[config.mk]
export PLATFORM = sky130hd
export DESIGN_NAME = fsm_vedacao_flat
export DESIGN_NICKNAME = d
export VERILOG_FILES = /design/src/rtl/fsm_vedacao_pkg.sv /design/src/rtl/fsm_vedacao_if.sv /design/src/rtl/fsm_vedacao_contador_rolhas.sv /design/src/rtl/fsm_vedacao.sv /design/src/flat_wrapper.sv
export SDC_FILE = /design/constraint.sdc
export NUM_CORES = 1
export LEC_CHECK = 0
export BUFFER_PORTS_ARGS = -buffer_cell sky130_fd_sc_hd__buf_2
export CORE_MARGIN = 2
export CORE_UTILIZATION = 58
export CTS_CLUSTER_SIZE = 30
export DETAILED_ROUTE_END_ITERATION = 10
export GPL_TIMING_DRIVEN = 0
export PLACE_DENSITY = 0.87
export SETUP_SLACK_MARGIN = 0.02
export SLEW_MARGIN = 25
export SYNTH_ARGS = -nofsm -noshare
export SYNTH_HDL_FRONTEND = slang
export SYNTH_SLANG_ARGS = --single-unit
[constraint.sdc]
create_clock -name clk -period 3.25 [get_ports clk]
set_input_delay 0.975 -clock clk [delete_from_list [all_inputs] [get_ports clk]]
set_output_delay 0.975 -clock clk [all_outputs]
set_load 0.01 [all_outputs]
[src/rtl/fsm_vedacao_pkg.sv]
`default_nettype none
// ============================================================================
// Module   : fsm_vedacao_pkg
// Purpose  : Shared definitions for the sealing-station responder.
//            These are the state encodings, the default 50 MHz time constants
//            and the width of the cork-stock counter.
// Revision : 1.0 - initial release
// ============================================================================
package fsm_vedacao_pkg;

  typedef enum logic [1:0] {
    IDLE      = 2'd0,
    VEDANDO   = 2'd1,
    CONCLUIDO = 2'd2,
    SEM_ROLHA = 2'd3
  } estado_t;

  localparam int unsigned CLK_FREQ_HZ       = 50_000_000;
  localparam int unsigned TEMPO_VEDACAO_DEF = CLK_FREQ_HZ;   // 1.0 s actuator pulse
  localparam int unsigned TIMER_W           = 26;            // holds 50e6-1
  localparam int unsigned ESTOQUE_W         = 7;             // 0..99 fits in 7 bits

endpackage
`default_nettype wire

[src/rtl/fsm_vedacao_if.sv]
`default_nettype none
// ============================================================================
// Module   : fsm_vedacao_if
// Purpose  : Command/status bundle between the master sequencer and the
//            sealing station.
// Ports    : cmd_vedar, reposicao         - master -> station
//            vedacao_concluida,
//            atuador_vedacao, alarme_rolha,
//            estoque_rolhas               - station -> master / display
// Revision : 1.0 - initial release
// ============================================================================
interface fsm_vedacao_if;
  import fsm_vedacao_pkg::*;

  logic                 cmd_vedar;
  logic                 reposicao;
  logic                 vedacao_concluida;
  logic                 atuador_vedacao;
  logic                 alarme_rolha;
  logic [ESTOQUE_W-1:0] estoque_rolhas;

  modport master (
    output cmd_vedar, reposicao,
    input  vedacao_concluida, atuador_vedacao, alarme_rolha, estoque_rolhas
  );

  modport slave (
    input  cmd_vedar, reposicao,
    output vedacao_concluida, atuador_vedacao, alarme_rolha, estoque_rolhas
  );

endinterface
`default_nettype wire

[src/rtl/fsm_vedacao_contador_rolhas.sv]
`default_nettype none
// ============================================================================
// Module   : contador_rolhas
// Purpose  : Cork stock counter. It loads on reset, decrements by one and adds
//            a refill quantity. A decrement and a refill in the same cycle are
//            both applied. The result saturates at ESTOQUE_MAX.
// Ports    : clk, reset_n (async, active-low)
//            dec     - consume one cork
//            add     - add QTD_REPOSICAO corks
//            estoque - current stock
//            zero    - stock is empty
// Revision : 1.0 - initial release
// ============================================================================
module contador_rolhas
  import fsm_vedacao_pkg::*;
#(
  parameter int unsigned ESTOQUE_INICIAL = 20,
  parameter int unsigned QTD_REPOSICAO   = 15,
  parameter int unsigned ESTOQUE_MAX     = 99
) (
  input  wire logic                 clk,
  input  wire logic                 reset_n,
  input  wire logic                 dec,
  input  wire logic                 add,
  output logic      [ESTOQUE_W-1:0] estoque,
  output logic                      zero
);

  // Two extra bits keep stock + refill from overflowing before saturation.
  localparam int unsigned SOMA_W = ESTOQUE_W + 2;
  typedef logic [SOMA_W-1:0] soma_t;

  localparam soma_t                C_QTD = soma_t'(QTD_REPOSICAO);
  localparam soma_t                C_MAX = soma_t'(ESTOQUE_MAX);
  localparam logic [ESTOQUE_W-1:0] C_INI = ESTOQUE_W'(ESTOQUE_INICIAL);

  logic [ESTOQUE_W-1:0] estoque_q, estoque_d;
  soma_t                soma;

  always_comb begin
    soma = {2'b00, estoque_q};
    if (add) begin
      soma = soma + C_QTD;
    end
    // The FSM never consumes at zero. The guard keeps the counter from
    // wrapping if that ever happened.
    if (dec && (estoque_q != '0)) begin
      soma = soma - soma_t'(1);
    end
    estoque_d = (soma > C_MAX) ? C_MAX[ESTOQUE_W-1:0] : soma[ESTOQUE_W-1:0];
  end

  always_ff @(posedge clk or negedge reset_n) begin
    if (!reset_n) begin
      estoque_q <= C_INI;
    end else begin
      estoque_q <= estoque_d;
    end
  end

  assign estoque = estoque_q;
  assign zero    = (estoque_q == '0);

endmodule
`default_nettype wire

[src/rtl/fsm_vedacao.sv]
`default_nettype none
// ============================================================================
// Module   : fsm_vedacao
// Purpose  : Sealing-station responder FSM. On cmd_vedar it drives the actuator
//            for TEMPO_VEDACAO cycles and consumes one cork. It then holds
//            vedacao_concluida until the command falls, which completes a
//            4-phase handshake. The block also raises the cork-shortage alarm
//            and accepts refill pulses. All outputs are Moore outputs.
// Ports    : clk     - 50 MHz system clock
//            reset_n - asynchronous active-low reset
//            bus     - fsm_vedacao_if.slave command/status bundle
// Revision : 1.0 - initial release
// ============================================================================
module fsm_vedacao
  import fsm_vedacao_pkg::*;
#(
  parameter int unsigned TEMPO_VEDACAO   = TEMPO_VEDACAO_DEF,
  parameter int unsigned ESTOQUE_INICIAL = 20,
  parameter int unsigned QTD_REPOSICAO   = 15,
  parameter int unsigned ESTOQUE_MAX     = 99
) (
  input  wire logic      clk,
  input  wire logic      reset_n,
  fsm_vedacao_if.slave   bus
);

  localparam logic [TIMER_W-1:0] TIMER_FIM = TIMER_W'(TEMPO_VEDACAO - 1);

  estado_t              state_q, state_d;
  logic [TIMER_W-1:0]   timer_q, timer_d;
  logic                 dec;
  logic                 estoque_zero;
  logic [ESTOQUE_W-1:0] estoque;

  contador_rolhas #(
    .ESTOQUE_INICIAL (ESTOQUE_INICIAL),
    .QTD_REPOSICAO   (QTD_REPOSICAO),
    .ESTOQUE_MAX     (ESTOQUE_MAX)
  ) u_contador (
    .clk     (clk),
    .reset_n (reset_n),
    .dec     (dec),
    .add     (bus.reposicao),
    .estoque (estoque),
    .zero    (estoque_zero)
  );

  always_ff @(posedge clk or negedge reset_n) begin
    if (!reset_n) begin
      state_q <= IDLE;
      timer_q <= '0;
    end else begin
      state_q <= state_d;
      timer_q <= timer_d;
    end
  end

  always_comb begin
    state_d = state_q;
    timer_d = '0;          // timer reads zero outside VEDANDO
    dec     = 1'b0;
    case (state_q)
      IDLE: begin
        if (bus.cmd_vedar) begin
          state_d = estoque_zero ? SEM_ROLHA : VEDANDO;
        end
      end
      VEDANDO: begin
        // A command that drops before the actuator time elapses aborts the
        // seal without consuming a cork.
        if (!bus.cmd_vedar) begin
          state_d = IDLE;
        end else if (timer_q == TIMER_FIM) begin
          state_d = CONCLUIDO;
          dec     = 1'b1;
        end else begin
          timer_d = timer_q + 1'b1;
        end
      end
      CONCLUIDO: begin
        if (!bus.cmd_vedar) begin
          state_d = IDLE;
        end
      end
      SEM_ROLHA: begin
        if (!bus.cmd_vedar) begin
          state_d = IDLE;
        end else if (!estoque_zero) begin
          state_d = VEDANDO;
        end
      end
      default: state_d = IDLE;
    endcase
  end

  assign bus.atuador_vedacao   = (state_q == VEDANDO);
  assign bus.vedacao_concluida = (state_q == CONCLUIDO);
  assign bus.alarme_rolha      = estoque_zero;
  assign bus.estoque_rolhas    = estoque;

endmodule
`default_nettype wire

[src/flat_wrapper.sv]
// flat-port wrapper written by rule: the top's interface ports become plain ports
module fsm_vedacao_flat import fsm_vedacao_pkg::*;
#(
  parameter int unsigned TEMPO_VEDACAO   = TEMPO_VEDACAO_DEF,
  parameter int unsigned ESTOQUE_INICIAL = 20,
  parameter int unsigned QTD_REPOSICAO   = 15,
  parameter int unsigned ESTOQUE_MAX     = 99
)
  (clk, reset_n, bus_cmd_vedar, bus_reposicao, bus_vedacao_concluida, bus_atuador_vedacao, bus_alarme_rolha, bus_estoque_rolhas);
  fsm_vedacao_if bus_i ();
  input  wire logic clk;
  input  wire logic reset_n;
  input wire logic [$bits(bus_i.cmd_vedar)-1:0] bus_cmd_vedar;
  input wire logic [$bits(bus_i.reposicao)-1:0] bus_reposicao;
  output wire logic [$bits(bus_i.vedacao_concluida)-1:0] bus_vedacao_concluida;
  output wire logic [$bits(bus_i.atuador_vedacao)-1:0] bus_atuador_vedacao;
  output wire logic [$bits(bus_i.alarme_rolha)-1:0] bus_alarme_rolha;
  output wire logic [$bits(bus_i.estoque_rolhas)-1:0] bus_estoque_rolhas;
  assign bus_i.cmd_vedar = bus_cmd_vedar;
  assign bus_i.reposicao = bus_reposicao;
  assign bus_vedacao_concluida = bus_i.vedacao_concluida;
  assign bus_atuador_vedacao = bus_i.atuador_vedacao;
  assign bus_alarme_rolha = bus_i.alarme_rolha;
  assign bus_estoque_rolhas = bus_i.estoque_rolhas;
  fsm_vedacao #(.TEMPO_VEDACAO(TEMPO_VEDACAO), .ESTOQUE_INICIAL(ESTOQUE_INICIAL), .QTD_REPOSICAO(QTD_REPOSICAO), .ESTOQUE_MAX(ESTOQUE_MAX)) u_core (.clk(clk), .reset_n(reset_n), .bus(bus_i));
endmodule
# Word level (Yosys, flattened, before mapping)
# Cells that the tools add are included.
dict set report word_totals {
  register_bits 35
  inputBits 4
  out_inout_bits 10
  elab_cells 37
}
dict set report classes {
  n_addsub 3
  magnitude_cmp 1
  eq_ne 8
  muxes 17
  n_reduce_logical 5
}
# cell n
set op_table {}
lappend op_table {{$mux W26} 3}
lappend op_table {{$add A26 B1 Y26 const B} 1}
lappend op_table {{$eq A26 B26 Y1 const B} 1}
lappend op_table {{$mux W9} 2}
lappend op_table {{$mux W2} 7}
lappend op_table {{$gt A9 B7 Y1 const B} 1}
lappend op_table {{$sub A9 B1 Y9 const B} 1}
lappend op_table {{$add A7 B4 Y8 const B} 1}
lappend op_table {{$pmux W2 S4} 1}
lappend op_table {{$logic_not A7 Y1} 1}
lappend op_table {{$mux W7} 1}
lappend op_table {{$reduce_bool A7 Y1} 1}
lappend op_table {{$eq A2 B2 Y1 const B} 2}
lappend op_table {{$ne A2 B2 Y1 const B} 2}
lappend op_table {{$reduce_and A4 Y1} 1}
lappend op_table {{$mux W1} 3}
lappend op_table {{$ne A3 B2 Y1 const B} 1}
lappend op_table {{$ne A3 B3 Y1 const B} 1}
lappend op_table {{$eq A2 B1 Y1 const B} 1}
lappend op_table {{$logic_not A2 Y1} 1}
lappend op_table {{$logic_and A1 B1 Y1} 1}

# Logic depth before layout (Yosys ltp)
# Gate-level depths: netlist of run 1.
dict set report depth {
  word_depth 8
  depth_mapped 11
  depth_no_buf 11
}

# Hierarchy
# From an unflattened synthesis of run 1, not the netlist that was laid out.
dict set report hier_totals {
  hier_cells 249
  hier_area_um2 2294.7
}
# mod instances cells_per_inst area_per_inst_um2 seq_area_each_um2
set modules_own_cells {}
lappend modules_own_cells {fsm_vedacao 1 155 1501.4 700.7}
lappend modules_own_cells {contador_rolhas 1 94 793.3 177.7}

# Worst setup path before layout of run 1
# OpenSTA, ideal clock, no wires.
dict set report synth_path {
  path_kind {in2reg}
  startpoint {input bus_reposicao}
  endpoint {register u_core.u_contador.estoque_q[0], in the netlist u_core.u_contador.estoque[0]}
  arrival_ns 2.563
  required_ns 3.119
  slack_ns 0.556
  path_stages 8
  path_cell_list {buf_2 > nor4b_4 > xnor2_2 > and4bb_1 > nand4_1 > xnor2_2 > nor3_2 > or3_1}
}
dict set report synth_via {
  elab_chain_cells 5
}
# element line_no
set synth_lines {}
lappend synth_lines {{start, declared} flat_wrapper.sv:14} ;# input wire logic [$bits(bus_i.reposicao)-1:0] bus_reposicao;
lappend synth_lines {{$mux W9 (*)} fsm_vedacao_contador_rolhas.sv:42} ;# if (add) begin
lappend synth_lines {{$sub A9 B1 Y9} fsm_vedacao_contador_rolhas.sv:48} ;# soma = soma - soma_t'(1);
lappend synth_lines {{$mux W9 (*)} fsm_vedacao_contador_rolhas.sv:47} ;# if (dec && (estoque_q != '0)) begin
lappend synth_lines {{$gt A9 B7 Y1} fsm_vedacao_contador_rolhas.sv:50} ;# estoque_d = (soma > C_MAX) ? C_MAX[ESTOQUE_W-1:0] : soma[ESTOQUE_W-1:0];
lappend synth_lines {{$mux W7 (*)} fsm_vedacao_contador_rolhas.sv:50}
lappend synth_lines {{via u_core.u_contador.estoque_d[0]} fsm_vedacao_contador_rolhas.sv:37} ;# logic [ESTOQUE_W-1:0] estoque_q, estoque_d;
lappend synth_lines {{end signal, assigned} fsm_vedacao_contador_rolhas.sv:57} ;# estoque_q <= estoque_d;
lappend synth_lines {{end, declared} fsm_vedacao_contador_rolhas.sv:37}
# The timed path passes the listed nets; every way through them passes the cells marked *.
# A chain may end at the register's enable or synchronous reset.

# Worst setup path in the final report of run 1
dict set report layout_path {
  startpoint {register u_core.u_contador.estoque_q[0], in the netlist u_core.u_contador.estoque[0]}
  endpoint {register u_core.u_contador.estoque_q[1], in the netlist u_core.u_contador.estoque[1]}
}
dict set report layout_via {
  elab_chain_cells 6
  elab_cells_between_ends 8
}
# element line_no
set layout_lines {}
lappend layout_lines {{$add A7 B4 Y8} fsm_vedacao_contador_rolhas.sv:43} ;# soma = soma + C_QTD;
lappend layout_lines {{$mux W9} fsm_vedacao_contador_rolhas.sv:42}
lappend layout_lines {{$sub A9 B1 Y9} fsm_vedacao_contador_rolhas.sv:48}
lappend layout_lines {{$mux W9 (*)} fsm_vedacao_contador_rolhas.sv:47}
lappend layout_lines {{$gt A9 B7 Y1} fsm_vedacao_contador_rolhas.sv:50}
lappend layout_lines {{$mux W7 (*)} fsm_vedacao_contador_rolhas.sv:50}
lappend layout_lines {{via u_core.u_contador.estoque_d[1]} fsm_vedacao_contador_rolhas.sv:37}
# Marked as above.

==> results of run 1 <==
-- layout by cell type, fill, tap and decap left out, drive strengths merged, types with 2 or more instances in the layout --
master | Yosys | layout
nor4 | 2 | 2
inv | 5 | 5
nand4 | 10 | 10
a21oi | 2 | 2
nor2 | 38 | 38
and4bb | 3 | 3
nor3 | 7 | 7
nand2 | 21 | 21
xor2 | 20 | 20
dfrtp | 33 | 33
and2 | 4 | 4
and3 | 4 | 4
ha | 4 | 4
nand3 | 12 | 12
nor4b | 2 | 2
and4 | 3 | 3
a41oi | 2 | 2
nor2b | 2 | 2
xnor2 | 18 | 18
buf | 3 | 15
o21ai | 3 | 3
or3 | 2 | 2
clkinv | 0 | 2
clkbuf | 3 | 8
dfstp | 2 | 2
-- power by group through the flow --
stage / combinational [uW] / clock, uW / sequential, uW
2_1_floorplan: 399 / 0 / 576
3_3_place_gp: 523 / 0 / 561
3_5_place_dp: 546 / 0 / 566
4_1_cts: 548 / 395 / 558
5_1_grt: 611 / 413 / 566
6_report: 549 / 392 / 559
-- synth_stat cells, drive strengths merged (2+ instances only) --
| master | n | area (um^2) |
|---|---|---|
| nor4 | 2 | 18.8 |
| inv | 5 | 18.8 |
| nor3 | 7 | 40.0 |
| buf | 3 | 17.5 |
| a21oi | 2 | 10.0 |
| clkbuf | 3 | 11.3 |
| nand4 | 10 | 75.1 |
| and2 | 4 | 28.8 |
| a41oi | 2 | 25.0 |
| nor4b | 2 | 47.6 |
| nand3 | 12 | 60.1 |
| or3 | 2 | 12.5 |
| o21ai | 3 | 15.0 |
| dfstp | 2 | 52.6 |
| and3 | 4 | 26.3 |
| xor2 | 20 | 175 |
| dfrtp | 33 | 826 |
| and4bb | 3 | 37.5 |
| nor2 | 38 | 143 |
| nand2 | 21 | 86.3 |
| and4 | 3 | 28.8 |
| xnor2 | 18 | 199 |
| nor2b | 2 | 12.5 |
| ha | 4 | 50.1 |
-- layout make-up --
cell class              instances  share of cell area (%)
flip-flops and latches         35                    37.2
well taps                      48                    2.54
repair buffers                 12                    2.54
plain buffers                   6                    1.22
clock buffers                   5                    2.91
inverters                       5                   0.795
clock inverters                 3                    1.85
multi-input cells             171                    50.9
-- state kept, by name, indices dropped and copies added (netlist names) --
| name | cells |
|---|---|
| u_core.timer_q | 26 |
| u_core.u_contador.estoque | 7 |
| u_core.state_q | 2 |
-- cell families (layout without fill, tap and decap cells) --
kind of cell	after synthesis	after routing	synth area share, %
compound gates	11	11	4.47
xor+xnor	38	38	17.6
fa+ha+maj	4	4	2.35
buf+inv	11	31	2.23
flops	35	35	41.3
mux	1	1	0.470
simple gates	117	117	31.6
-- critical path: stages, from the launching register on --
cell	delay [ns]
dfrtp_1	0.49
inv_1	0.15
ha_1	0.31
nand2_1	0.13
o21ai_0	0.17
ha_1	0.28
inv_1	0.08
nor2_1	0.07
o2111ai_1	0.20
nand2_1	0.10
and2_1	0.22
or3_1	0.39
-- routing by layer --
layer  GRT usage [%]  wire length (um)  vias to the layer above
met4            8.78                68                        0
met5               0                 0                        -
met2            38.4              1960                       26
met3            4.86               131                        8
li1                -                 -                      780
met1            25.5              1750                      760
-- worst max path at each step --
stage	end	slack, ns	start	cells past startpoint
detailed placement	u_core.u_contador.estoque[1]	0.31	bus_reposicao	8
CTS	u_core.u_contador.estoque[1]	0.57	u_core.u_contador.estoque[0]	11
finish	u_core.u_contador.estoque[1]	0.54	u_core.u_contador.estoque[0]	11
global route	u_core.u_contador.estoque[1]	0.34	u_core.u_contador.estoque[0]	11
global placement	u_core.u_contador.estoque[1]	0.36	bus_reposicao	8
floorplan	u_core.u_contador.estoque[0]	0.56	bus_reposicao	8
-- stage by stage --
step,instances,util (%)
floorplan,217,-
global placement,277,62.4
detailed placement,277,62.4
CTS,285,65.5
global route,285,65.5
finish,285,65.5
==> out/metrics.csv, run 1 <==
metric,value,unit
cts_hold_buf,0,
intPower,949,uW
dr.pass1.iters,4,
power_frac_seq,37.3,%
cts-buffers-inserted,5,
drtAntennaViolNets,0,
drtIter0Drc,66,
die_h,64.6,um
fillers,289,
multiInputGateArea,0.00120,mm^2
setup_tns,0,ns
ys.flop_type,dfrtp_1,
post-cts-setup-buffers,0,
power_density,635,mW/mm^2
tritoncts,done,
layout.nets,244,
rsz0062_at_grt,false,
async_flop_share,100,%
status,completed,
detailed_place_hpwl,2.95,mm
period_needed,2.71,ns
dp_slack,0.310,ns
ys_ff_latch,35,
cts_root_buf,clkbuf_8,
fin_ws,0.543,ns
critPathArrivalTime,2.88,ns
grt_max_degree,36,
synth-seq-area-share,41.3,%
r2r_cells,11,
htreeDepth,2,
ios,14,
skew,0.0121,ns
syn_nets,225,
rr_endpoint,u_core.u_contador.estoque[1],
hold_viol_final,0,
fmax,369,MHz
synth_cells,217,
synthesis.area,0.00213,mm^2
tightest_slew,0.749,ns
die_area,0.00417,mm^2
final_area,0.00236,mm^2
relSlewSlack,50.0,%
overflow,0,
place_area,0.00225,mm^2
avgSynthCellArea,9.81,um^2
antenna_found_initial,0,
power_frac_comb,36.6,%
synth-edff-count,0,
hold-path-endpoint,u_core.timer_q[0],
startpoint_type,flop,
drt_drc_violations_left,0,
cp.required,3.42,ns
power.share.clock,26.1,%
setup_violations,0,
power,1500,uW
insertion_delay,0.30,ns
io_buffers,12,
area_delta_synth_final,10.9,%
clk_pin_slew,0.08,ns
ys_warn_count,0,
clock_sinks,35,
fin_hold_ws,0.521,ns
routedWlPerCell,13.7,um
final_max_slew_viol_count,0,
r2r-start,u_core.u_contador.estoque[0],
initial_core_util,59.0,%
cp_max_fo,6,
place_congestion,0.775,
switchingPower,550,uW
vias,1574,
wl,3.91,mm
grt_pass1_wl,7.02,mm
hp-class,flop to flop,
cts-resized-gates,0,
clockBufferDepth,2,
rows,22,
r2r_slack,0.54,ns
worst_ir_drop_vdd,0.314,mV
gr-usage-all-layers,21.7,%
die_w,64.6,um
ys_types,50,
seq_area,878,um^2
diodes,0,
grt_pass1_vias,1639,
final_layout_size_suffix_gt1_share,19.4,%
period_share,83.3,%
netSwitchingFraction,36.7,%
cp-end-kind,flop,
hold_start,u_core.timer_q[0],
p_leak,0.00104,uW
viasPerCell,5.52,
maxCapViolations,0,
holdPathStages,1,
core_area,0.00361,mm^2
critPathKind,flop to flop,
No activity file was read; power rests on OpenSTA's default activity.
==> run 2, diff against run 1 <==
ABC_AREA = 1   (was default)
clock period = 2.8 ns   (was 3.25 ns; I/O delays follow)
==> out/metrics.csv, run 2 <==
metric,value,unit
status,completed,
crit_family,simple AND/OR/NAND/NOR gates,
final_max_slew_viol_count,0,
fin_hold_ws,0.489,ns
synth_top_area_share,36.6,%
detailed_place_hpwl,3.46,mm
power_density,690,mW/mm^2
die_area,0.00441,mm^2
fillers,314,
holdPathStages,1,
startpoint_type,input port,
ys_top_cells_by_count,"71 x nand2_1, 47 x nor2_1, 41 x inv_1",
worst_ir_drop_vdd,0.273,mV
power,1710,uW
synthesis.area,0.00226,mm^2
seq_area,878,um^2
overflow,0,
cts_hold_buf,0,
initial_core_util,61.2,%
synth-edff-count,0,
synthTopCellsByArea,"dfrtp_1 37%, nand2_1 12%, nor2_1 7.8%",
clock_sinks,35,
die_h,66.4,um
gr-usage-all-layers,23.5,%
setup_violations,0,
diodes,0,
wl,4.49,mm
drt_drc_violations_left,0,
critPathArrivalTime,2.52,ns
async_flop_share,100,%
largest_register,u_core.timer_q,
routedWlPerCell,11.9,um
hold_viol_final,0,
maxCapViolations,0,
ys_types,36,
drtAntennaViolNets,0,
place_congestion,0.861,
synth_cells,308,
ys_ff_latch,35,
insertion_delay,0.29,ns
r2r_cells,12,
cp_max_fo,10,
dr.pass1.iters,4,
period_needed,2.33,ns
cp_slowest_stage_delay,0.24,ns
final_cell_mix,"71 x nand2_1, 47 x nor2_1, 41 x inv_1, 33 x dfrtp_1, 18 x nand3_1",
cp-end-kind,flop,
cp.required,2.98,ns
crit_buf_inv,2,
yosysTopAreaCell,dfrtp_1,
period_share,83.3,%
multiInputGateArea,0.00119,mm^2
rsz0062_at_grt,false,
layout.nets,336,
antenna_found_initial,0,
cts-resized-gates,0,
dp_slack,0.194,ns
ys.flop_type,dfrtp_1,
tightest_slew,0.781,ns
final_area,0.00247,mm^2
critPathKind,input port to flop,
fin_ws,0.467,ns
skew,0.00712,ns
crit_cells,11,
post-cts-setup-buffers,0,
viasPerCell,5.27,
final_layout_size_suffix_gt1_share,15.2,%
ys_warn_count,0,
grt_use_met3,6.30,%
clk_pin_slew,0.07,ns
synth-seq-area-share,38.9,%
syn_nets,316,
grt_pass1_vias,1836,
final_common_cell,nand2_1,
grt_max_degree,36,
area_delta_synth_final,9.59,%
crit_slowest_cell,ha_1,
hp-class,flop to flop,
grt_pass1_wl,7.74,mm
cts-buffers-inserted,5,
largest_reg_flops,26,
die_w,66.4,um
drtIter0Drc,152,
grt.busiest_layer,met2,
avgSynthCellArea,7.33,um^2
worstPathCellList,buf_2 -> buf_4 -> o21ai_1 -> ha_1 -> nand2_1 -> nor2_1 -> nand4_1 -> a21oi_1 -> nand2_2 -> nand2_2 -> nor2_1,
ios,14,
use_met1,29.4,%
io_buffers,13,
place_area,0.00238,mm^2
htreeDepth,2,
p_leak,0.00116,uW
tritoncts,done,
synth_most_common_cell,nand2_1,
use_met2,39.8,%
relSlewSlack,48.0,%
cts_root_buf,clkbuf_8,
setup_tns,0,ns
fmax,429,MHz
vias,1987,
rows,22,
core_area,0.00369,mm^2
clockBufferDepth,2,
-- run 2: changes by cell type in the layout (fill, tap and decap cells not counted), moves of 3 or more --
cell / before / now
inv_1: 5 / 41
nor2_2: 0 / 3
nor2_1: 38 / 47
inv_2: 0 / 5
o21ai_0: 2 / 7
nand3_1: 12 / 18
xor2_1: 20 / 2
nor3_1: 6 / 14
nor2_4: 0 / 3
nand2_2: 0 / 4
xnor2_1: 14 / 2
nand2_1: 20 / 71
a21oi_1: 2 / 15
-- run 2: layout make-up --
class | count | area share [%]
Multi-Input combinational cell | 224 | 48.1
Clock inverter | 1 | 0.202
Tap cell | 48 | 2.43
Timing Repair Buffer | 13 | 2.63
Clock buffer | 7 | 3.49
Sequential cell | 35 | 35.5
Inverter | 46 | 6.98
Buffer | 3 | 0.658
-- run 2: metrics by stage --
| step | std cells | util (%) |
|---|---|---|
| 6_report | 377 | 67.1 |
| 3_3_place_gp | 369 | 64.6 |
| 5_1_grt | 377 | 67.1 |
| 2_1_floorplan | 308 | - |
| 3_5_place_dp | 369 | 64.6 |
| 4_1_cts | 377 | 67.1 |
-- run 2: worst reg2reg max path: stages (launching register included) --
cell     delay (ns)
dfrtp_1        0.43
inv_1          0.09
ha_1           0.28
nand2_1        0.04
o21ai_1        0.15
ha_1           0.24
nand2_1        0.07
nor2_1         0.23
nand4_1        0.18
a21oi_1        0.20
nand2_2        0.11
nand2_2        0.11
nor2_1         0.05
-- run 2: final timing paths --
path	startpoint	endpoint	slack (ns)
worst min-delay path	u_core.timer_q[0]	u_core.timer_q[0]	0.49
min in group asynchronous	reset_n	u_core.timer_q[16]	0.63
worst max register to register	u_core.u_contador.estoque[0]	u_core.u_contador.estoque[3]	0.54
max in group asynchronous	reset_n	u_core.timer_q[4]	1.67
worst max-delay path	bus_reposicao	u_core.u_contador.estoque[3]	0.47
worst min register to register	u_core.timer_q[0]	u_core.timer_q[0]	0.49
-- run 2: cell families (layout without fill, tap and decap cells) --
logic type / Yosys count / after routing / synth area share [%]
buf+inv: 49 / 70 / 8.37
mux: 1 / 1 / 0.499
flops: 35 / 35 / 38.9
xor+xnor: 5 / 5 / 2.27
fa+ha+maj: 4 / 4 / 2.22
compound gates: 32 / 32 / 8.15
simple gates: 182 / 182 / 39.6
-- run 2: where the power goes --
group | internal (uW) | switching, uW
clock network | 198 | 175
logic | 236 | 442
registers | 577 | 79.1
total | 1010 | 696
-- run 2: routing by layer --
layer	routed length, um	share of wire, %
met3	240	5.3
met2	2160	48
met5	0	0
met4	23	0.51
met1	2070	46
==> run 3, diff against run 2 <==
CORE_UTILIZATION = 55   (was 58)
PLACE_DENSITY = 0.86   (was 0.87)
clock period = 2.1 ns   (was 2.8 ns; I/O delays follow)
==> out/metrics.csv, run 3 (same netlist as run 2, synthesis figures left out) <==
metric,value,unit
skew,0.00683,ns
antenna_found_initial,0,
cp_slowest_stage_delay,0.39,ns
fillers,329,
fmax,477,MHz
vias,2101,
layout.nets,345,
period_share,99.9,%
maxCapViolations,0,
die_w,68.1,um
netSwitchingFraction,42.6,%
r2r_slack,0.001,ns
ios,14,
switchingPower,1020,uW
crit_buf_inv,1,
cts-buffers-inserted,5,
area_delta_synth_final,14.8,%
critPathKind,flop to flop,
cts_hold_buf,0,
setup_tns,0,ns
final_cell_mix,"69 x nand2_1, 42 x nor2_1, 38 x inv_1, 33 x dfrtp_1, 15 x nand3_1",
initial_core_util,56.8,%
die_area,0.00463,mm^2
grt_pass1_wl,7.20,mm
worstPathCellList,inv_1 -> ha_1 -> nand2_1 -> o21ai_2 -> ha_2 -> nand2_1 -> nor2_2 -> nand4_1 -> a21oi_2 -> nand2_2 -> nand2_2 -> nor2_1,
final_common_cell,nand2_1,
drtIter0Drc,155,
drt_drc_violations_left,0,
clock_sinks,35,
largest_register,u_core.timer_q,
cp-end-kind,flop,
clk_pin_slew,0.07,ns
tightest_slew,0.778,ns
setup_violations,0,
grt_pass1_vias,1737,
final_layout_size_suffix_gt1_share,22.8,%
routedWlPerCell,12.8,um
rsz0062_at_grt,true,
grt_max_degree,36,
place_congestion,0.831,
cts_root_buf,clkbuf_8,
hold_viol_final,0,
intPower,1380,uW
htreeDepth,2,
wl,4.98,mm
hp-class,input port to asynchronous set/reset pin,
viasPerCell,5.41,
drtAntennaViolNets,0,
crit_family,simple AND/OR/NAND/NOR gates,
final_max_slew_viol_count,0,
cp_max_fo,5,
p_leak,0.00120,uW
power_density,924,mW/mm^2
power_frac_comb,44.0,%
die_h,68.1,um
detailed_place_hpwl,3.31,mm
clockBufferDepth,2,
power_frac_seq,36.5,%
period_needed,2.10,ns
insertion_delay,0.29,ns
relSlewSlack,48.1,%
critPathArrivalTime,2.27,ns
io_buffers,13,
dp_cells,371,
cp.required,2.28,ns
fin_cells,388,
tritoncts,done,
startpoint_type,flop,
power,2390,uW
power.share.clock,19.5,%
overflow,0,
worst_ir_drop_vdd,0.414,mV
crit_slowest_cell,dfrtp_1,
core_area,0.00397,mm^2
rows,23,
diodes,0,
largest_reg_flops,26,
dr.pass1.iters,7,
status,completed,
gr-usage-all-layers,21.0,%
-- run 3: cell count changes in the layout (fill, tap and decap cells not counted), moves of 2 or more --
cell     previous run  this run
nand3_1            18        15
ha_2                0         2
nor2_2              3         8
nor2_1             47        42
inv_1              41        38
nand2_1            71        69
ha_1                4         2
buf_4               1         9
inv_2               5         8
nand2_2             4         6
nand3_2             2         5
-- run 3: worst reg2reg max path, cell delays in order (launching register included) --
cell	delay, ns
dfrtp_1	0.39
inv_1	0.08
ha_1	0.27
nand2_1	0.06
o21ai_2	0.10
ha_2	0.21
nand2_1	0.06
nor2_2	0.17
nand4_1	0.19
a21oi_2	0.19
nand2_2	0.11
nand2_2	0.11
nor2_1	0.05
-- run 3: through the flow --
| stage | hold slack, ns | util (%) | instance area [um^2] | setup slack (ns) |
|---|---|---|---|---|
| 2_1_floorplan | 0.334 | - | 2260 | 0.0438 |
| 3_3_place_gp | 0.474 | 60.1 | 2380 | -0.268 |
| 3_5_place_dp | 0.482 | 60.1 | 2380 | -0.323 |
| 4_1_cts | 0.437 | 62.8 | 2490 | 0.0360 |
| 5_1_grt | 0.466 | 65.2 | 2590 | -0.112 |
| 6_report | 0.417 | 65.2 | 2590 | 0.00147 |
-- run 3: worst paths after layout --
| path | to | start | cells past startpoint |
|---|---|---|---|
| worst max register to register | u_core.u_contador.estoque[3] | u_core.u_contador.estoque[1] | 12 |
| worst min register to register | u_core.timer_q[0] | u_core.timer_q[0] | 1 |
| max in group asynchronous | u_core.u_contador.estoque[3] | reset_n | 1 |
| min in group clk | u_core.timer_q[0] | u_core.timer_q[0] | 1 |
| worst min-delay path | u_core.timer_q[23] | reset_n | 1 |
| worst max-delay path | u_core.u_contador.estoque[3] | u_core.u_contador.estoque[1] | 12 |
-- run 3: power by group through the flow --
| stage | logic [uW] | registers, uW | clock network (uW) |
|---|---|---|---|
| detailed placement | 895 | 885 | 0 |
| finish | 1050 | 874 | 467 |
| global placement | 863 | 879 | 0 |
| global route | 1180 | 886 | 506 |
| CTS | 947 | 867 | 477 |
| floorplan | 638 | 897 | 0 |
-- run 3: cell type report --
cell class                      count  area [um^2]  area share, %
Multi-Input combinational cell    225         1250           48.3
Sequential cell                    35          878           33.9
Timing Repair Buffer               21          125           4.83
Tap cell                           50         62.6           2.41
Buffer                              3         20.0          0.773
Clock inverter                      1         5.00          0.193
Inverter                           46          173           6.66
Clock buffer                        7         76.3           2.95
-- run 3: per-layer routing --
metal	share of wire [%]	track usage, %	vias up
met5	0	0	-
li1	-	-	1048
met3	4.6	5.59	14
met1	44	25.9	976
met2	49	35.4	63
met4	1.8	7.00	0
-- run 3: what timing repair did --
| action | CTS | global route |
|---|---|---|
| pin swaps | 0 | 3 |
| gates cloned | 0 | 1 |
| setup buffers | 2 | 6 |
| resized for setup | 4 | 18 |
| endpoints found under the setup margin | 8 | 27 |
